<file path="config.mk">
export PLATFORM = sky130hd
export DESIGN_NAME = shifter_pipe
export DESIGN_NICKNAME = d
export VERILOG_FILES = /design/src/rtl/shifter_pipe.sv
export SDC_FILE = /design/constraint.sdc
export NUM_CORES = 1
export LEC_CHECK = 0
export CAP_MARGIN = 10
export CORE_MARGIN = 3
export CORE_UTILIZATION = 30
export CTS_BUF_LIST = sky130_fd_sc_hd__clkbuf_4 sky130_fd_sc_hd__clkbuf_8 sky130_fd_sc_hd__clkbuf_16
export DETAILED_ROUTE_END_ITERATION = 10
export GPL_ROUTABILITY_DRIVEN = 0
export MAX_ROUTING_LAYER = met4
export SLEW_MARGIN = 20
export SYNTH_ARGS = -nofsm -noshare
export SYNTH_HDL_FRONTEND = slang
export SYNTH_SLANG_ARGS = --single-unit
</file>
<file path="constraint.sdc">
create_clock -name clock -period 1.6 [get_ports clock]
set_input_delay 0.32 -clock clock [delete_from_list [all_inputs] [get_ports clock]]
set_output_delay 0.32 -clock clock [all_outputs]
set_load 0.03 [all_outputs]
</file>
<file path="src/rtl/shifter_pipe.sv">
// Pipelined barrel shifter with valid/ready handshake; latency STAGES, full throughput.
// Optional rotates (codes 011/100) are built only when SHIFTER_PIPE_ROTATE_EN is defined.
module shifter_pipe #(
  parameter int WIDTH  = 32,
  parameter int STAGES = 2
) (
  input  logic             clock,
  input  logic             reset_n,
  input  logic             inValid,
  output logic             inReady,
  input  logic [2:0]       control,
  input  logic [WIDTH-1:0] operantA,
  input  logic [WIDTH-1:0] operantB,
  output logic             outValid,
  input  logic             outReady,
  output logic [WIDTH-1:0] result,
  output logic             carryOut,
  output logic             busy
);

  localparam int LW = $clog2(WIDTH);

  logic [LW-1:0]    amt;
  logic             unused_b;
  logic [WIDTH:0]   shl, shr, sar;
  logic [WIDTH-1:0] res;
  logic             cy;
  logic             advance;
`ifdef SHIFTER_PIPE_ROTATE_EN
  logic [WIDTH-1:0] rr, rl;
`endif

  assign amt      = operantB[LW-1:0];
  assign unused_b = ^operantB[WIDTH-1:LW];

  // One extra bit beyond the data catches the last bit shifted out (0 when amt is 0).
  always_comb begin
    shl = {1'b0, operantA} << amt;
    shr = {operantA, 1'b0} >> amt;
    sar = $signed({operantA, 1'b0}) >>> amt;
`ifdef SHIFTER_PIPE_ROTATE_EN
    rr  = (operantA >> amt) | (operantA << (WIDTH - int'(amt)));
    rl  = (operantA << amt) | (operantA >> (WIDTH - int'(amt)));
`endif
    res = '0;
    cy  = 1'b0;
    case (control)
      3'b000: begin res = shl[WIDTH-1:0]; cy = shl[WIDTH]; end
      3'b001: begin res = shr[WIDTH:1];   cy = shr[0];     end
      3'b010: begin res = sar[WIDTH:1];   cy = sar[0];     end
`ifdef SHIFTER_PIPE_ROTATE_EN
      3'b011: begin res = rr; cy = (amt != '0) & rr[WIDTH-1]; end
      3'b100: begin res = rl; cy = (amt != '0) & rl[0];       end
`endif
      default: begin res = '0; cy = 1'b0; end
    endcase
  end

  logic [STAGES-1:0] vld;
  logic [STAGES-1:0] cyr;
  logic [WIDTH-1:0]  dat [STAGES];

  assign advance = ~outValid | outReady;
  assign inReady = advance;

  // The whole pipe moves or holds as one, so bubbles keep their slots.
  always_ff @(posedge clock or negedge reset_n) begin
    if (!reset_n) begin
      vld <= '0;
      cyr <= '0;
      for (int i = 0; i < STAGES; i++) dat[i] <= '0;
    end else if (advance) begin
      vld[0] <= inValid;
      cyr[0] <= inValid & cy;
      dat[0] <= inValid ? res : '0;
      for (int i = 1; i < STAGES; i++) begin
        vld[i] <= vld[i-1];
        cyr[i] <= cyr[i-1];
        dat[i] <= dat[i-1];
      end
    end
  end

  assign outValid = vld[STAGES-1];
  assign result   = dat[STAGES-1];
  assign carryOut = cyr[STAGES-1];
  assign busy     = |vld;

endmodule

</file>
==> implementation parameters <==
Parameter                              Value

Detailed routing
  Drt initial violations ... 801
  Total wire length after detailed routing ... 26.5 mm
  Number of nets with antenna violations after detailed routing ... 0
  Average vias per placed instance ... 5.68
  Iteration count of the initial detailed-routing pass ... 6
  DRC violations left ... 0
  Wire length per cell after detailed routing ... 20.8 um
  Count of vias placed by the detailed router ... 7,225

Logic synthesis
  Total nets after synthesis ... 832
  Asr flop ratio synth ... 1.00
  Mean Syn Cell Area ... 8.81 um^2
  Most instantiated flip-flop cell in the synthesis netlist ... sky130_fd_sc_hd__dfrtp_1
  Number of distinct standard cells referenced by the synthesized netlist ... 58
  Count of warnings emitted by yosys ... 0
  #FFs+latches synth ... 68
  Synth Instances ... 761
  Post-synthesis sequential area ratio ... 0.254
  Number of flops mapped to enable cells by yosys ... 0
  Post-synthesis instance area ... 6700 um^2

Critical path
  Kind of critical path ... in -> reg
  Library cell contributing the largest single delay on the critical path ... sky130_fd_sc_hd__mux4_2
  Worst path arrival time ... 2.15 ns
  Source of the worst register-to-register timing path ... vld[1]
  Ordered cell list for the critical path ... buf_12 -> buf_12 -> mux4_2 -> mux4_2 -> a211o_1 -> a32o_1
  Buffers plus inverters on the worst setup path ... 2
  Setup crit end kind ... register
  Worst R2R End ... dat[41]
  Maximum cell stage delay along the critical path ... 0.55 ns
  Worst endpoint required time ... 1.82 ns
  Element type at the critical path start ... primary input
  Length in cells of the worst reg-to-reg path ... 6
  Cell type group with the largest total delay on the critical path ... multiplexers
  Maximum fanout encountered on the critical timing path ... 5
  Crit path depth ... 6
  Launching instance or port of the critical path ... operantB[0]
  Register-to-register setup slack ... -0.01 ns
  Setup crit end ... dat[39]

STA
  Worst path setup slack after routing ... -0.329 ns
  Shortest period the worst path allows ... 1.93 ns
  Count of pins over their slew limit ... 0
  Highest achievable clock rate ... 0.518 GHz
  Hold slack ... -0.00954 ns
  Final hold violation count ... 4
  Setup repair after global routing missed its margin ... yes
  Final clock skew ... 0.00638 ns
  Slew HR ... 0.660
  Final setup vio count ... 33
  Slew at the pin closest to its max-slew limit ... 0.505 ns
  Period utilization ... 1.21

CTS
  Worst-skew pair later-pin latency ... 0.34 ns
  Cell at the root of the clock tree ... sky130_fd_sc_hd__clkbuf_16
  Hold Buf Count CTS ... 0
  Clock H-tree levels ... 3
  CTS buffer count ... 9
  TritonCTS clock tree ... built
  Total number of clock tree sinks ... 68
  Buffer depth of the longest clock path ... 2
  Clock-pin slew reported for the worst setup and hold paths after clock tree synthesis ... 0.05 ns

Layout
  Net total in the final layout ... 1,057
  Relative area change from synthesis to final layout ... 56.9%
  Post-route standard cell area excluding fillers ... 10,500 um^2
  Share of final-layout standard cells stronger than drive strength 1 ... 0.498
  N_diodes ... 0

Global route
  Total Routing Usage GR ... 0.222
  Maximum number of pins on one net before global-route repair ... 69
  Total congestion overflow ... 0
  Number of antenna violations at the first check in global routing ... 0
  Wire length of the first global-routing pass ... 41.2 mm
  Via count of the first global-routing pass ... 6,978

Outcome
  Result of the run ... finished with violations
  Violations in the final reports ... hold timing, setup timing

Run
  Number of max-cap violations ... 0

Power and ir drop
  Power density over the cells ... 680 nW/um^2
  Peak supply drop ... 0.454 mV
  Leak ... 4.74 nW

Placed design
  HPWL Detailed ... 20.1 mm
  I/O Buffers ... 79
  Post-Place Cell Area ... 9070 um^2
  Pre-CTS setup slack ... -1.02 ns

Floorplan
  Placement row count ... 54
  Die W ... 155 um
  Top Ports ... 107
  Placeable core area ... 21,900 um^2
  Die Span Y ... 155 um
  Floorplan die area ... 24,200 um^2
  Initial core utilization ... 0.306

Hold path
  Worst min-delay path class ... in -> async
==> stage by stage <==
step | total power [mW] | utilization | instances | setup TNS (ns)
after detailed placement | 4.32 | 0.415 | 1230 | -30.91
after CTS | 6.98 | 0.466 | 1267 | -5.37
after global placement | 4.29 | 0.415 | 1230 | -29.77
after floorplan | 3.21 | - | 761 | -11.17
final | 7.15 | 0.480 | 1271 | -6.06
after global routing | 7.41 | 0.480 | 1271 | -7.14
==> cell usage in the layout, fill, tap and decap left out, drive strengths merged, types with 9 or more instances in the layout <==
| cell | n |
|---|---|
| nand3 | 12 |
| mux2i | 67 |
| dlygate4sd2 | 40 |
| a21oi | 27 |
| o211ai | 13 |
| dfrtp | 68 |
| clkdlybuf4s15 | 16 |
| nor3 | 16 |
| nand2b | 9 |
| buf | 249 |
| mux4 | 48 |
| nor2 | 41 |
| a22oi | 9 |
| o21ai | 47 |
| nand2 | 170 |
| mux2 | 35 |
| clkbuf | 18 |
==> how the worst min path moves through the flow <==
stage,depth (start not counted),start,end,slack (ns)
after floorplan,0,reset_n,cyr[0],0.02
after global placement,2,reset_n,result[1],0.37
after detailed placement,2,reset_n,result[1],0.37
after CTS,2,reset_n,dat[43],0.02
after global routing,2,reset_n,result[1],0.04
final,2,reset_n,result[1],-0.01
==> sequential cells by signal, summed over array words and instances (netlist names) <==
name    cells
dat        32
result     32
cyr         2
vld         2
==> timing repair <==
item | in CTS | in global routing
gates resized for setup | 285 | 80
setup endpoints to repair | 69 | 33
pin swaps | 46 | 23
gates cloned | 4 | 1
buffers inserted | 18 | 5
==> worst register-to-register path, stage by stage (launching register included) <==
cell	delay, ns
sky130_fd_sc_hd__dfrtp_2	0.40
sky130_fd_sc_hd__nor2b_4	0.14
sky130_fd_sc_hd__inv_4	0.09
sky130_fd_sc_hd__nand3_1	0.16
sky130_fd_sc_hd__a31oi_1	0.26
sky130_fd_sc_hd__o21ai_0	0.26
sky130_fd_sc_hd__o21ai_1	0.21
==> cell families (layout without fill, tap and decap cells) <==
logic type,after synthesis,after routing,share of synthesized area
AO/OA/AOI/OAI,164,164,0.164
XOR/XNOR,1,1,0.00131
buffers and inverters,107,337,0.0868
flip-flops,68,68,0.254
multiplexers,150,150,0.322
AND/OR/NAND/NOR,271,271,0.172
==> cell type report <==
cell class,count,area [um^2]
timing repair buffer,315,2820
tap,280,350
sequential,68,1700
multi-input combinational,586,5260
clock inverter,5,106
clock buffer,11,253
fill,2086,11400
inverter,6,25.0
==> cell usage after synthesis, types with 5 or more instances <==
| cell | instances | area, um^2 |
|---|---|---|
| sky130_fd_sc_hd__a22oi_1 | 9 | 67.6 |
| sky130_fd_sc_hd__o211ai_1 | 13 | 97.6 |
| sky130_fd_sc_hd__and3_1 | 5 | 31.3 |
| sky130_fd_sc_hd__nand3_1 | 12 | 60.1 |
| sky130_fd_sc_hd__buf_1 | 7 | 26.3 |
| sky130_fd_sc_hd__a21oi_1 | 27 | 135 |
| sky130_fd_sc_hd__o22ai_1 | 8 | 50.1 |
| sky130_fd_sc_hd__a22o_1 | 6 | 52.6 |
| sky130_fd_sc_hd__o21ai_1 | 9 | 45.0 |
| sky130_fd_sc_hd__mux2_2 | 34 | 383 |
| sky130_fd_sc_hd__clkbuf_1 | 37 | 139 |
| sky130_fd_sc_hd__dfrtp_1 | 68 | 1700 |
| sky130_fd_sc_hd__o21ai_0 | 38 | 190 |
| sky130_fd_sc_hd__nor3_1 | 15 | 75.1 |
| sky130_fd_sc_hd__nor2_1 | 41 | 154 |
| sky130_fd_sc_hd__buf_2 | 18 | 90.1 |
| sky130_fd_sc_hd__nand2b_1 | 9 | 56.3 |
| sky130_fd_sc_hd__o221ai_1 | 5 | 43.8 |
| sky130_fd_sc_hd__mux4_2 | 48 | 1080 |
| sky130_fd_sc_hd__nand2_1 | 170 | 638 |
| sky130_fd_sc_hd__o31ai_1 | 5 | 37.5 |
| sky130_fd_sc_hd__inv_1 | 5 | 18.8 |
| sky130_fd_sc_hd__buf_4 | 35 | 263 |
| sky130_fd_sc_hd__mux2i_1 | 66 | 661 |
==> layer usage <==
layer	global-route usage	part of all wire
met1	0.302	0.42
met3	0.0337	0.083
met4	0.0767	0.036
met5	-	0
met2	0.339	0.46
==> where the power goes <==
part	switching [mW]	leakage [nW]	internal, mW
clock	0.765	0.172	1.61
combinational	1.51	3.64	1.41
sequential	0.0483	0.933	1.80
total	2.33	4.74	4.83
No activity file was read; power rests on OpenSTA's default activity.
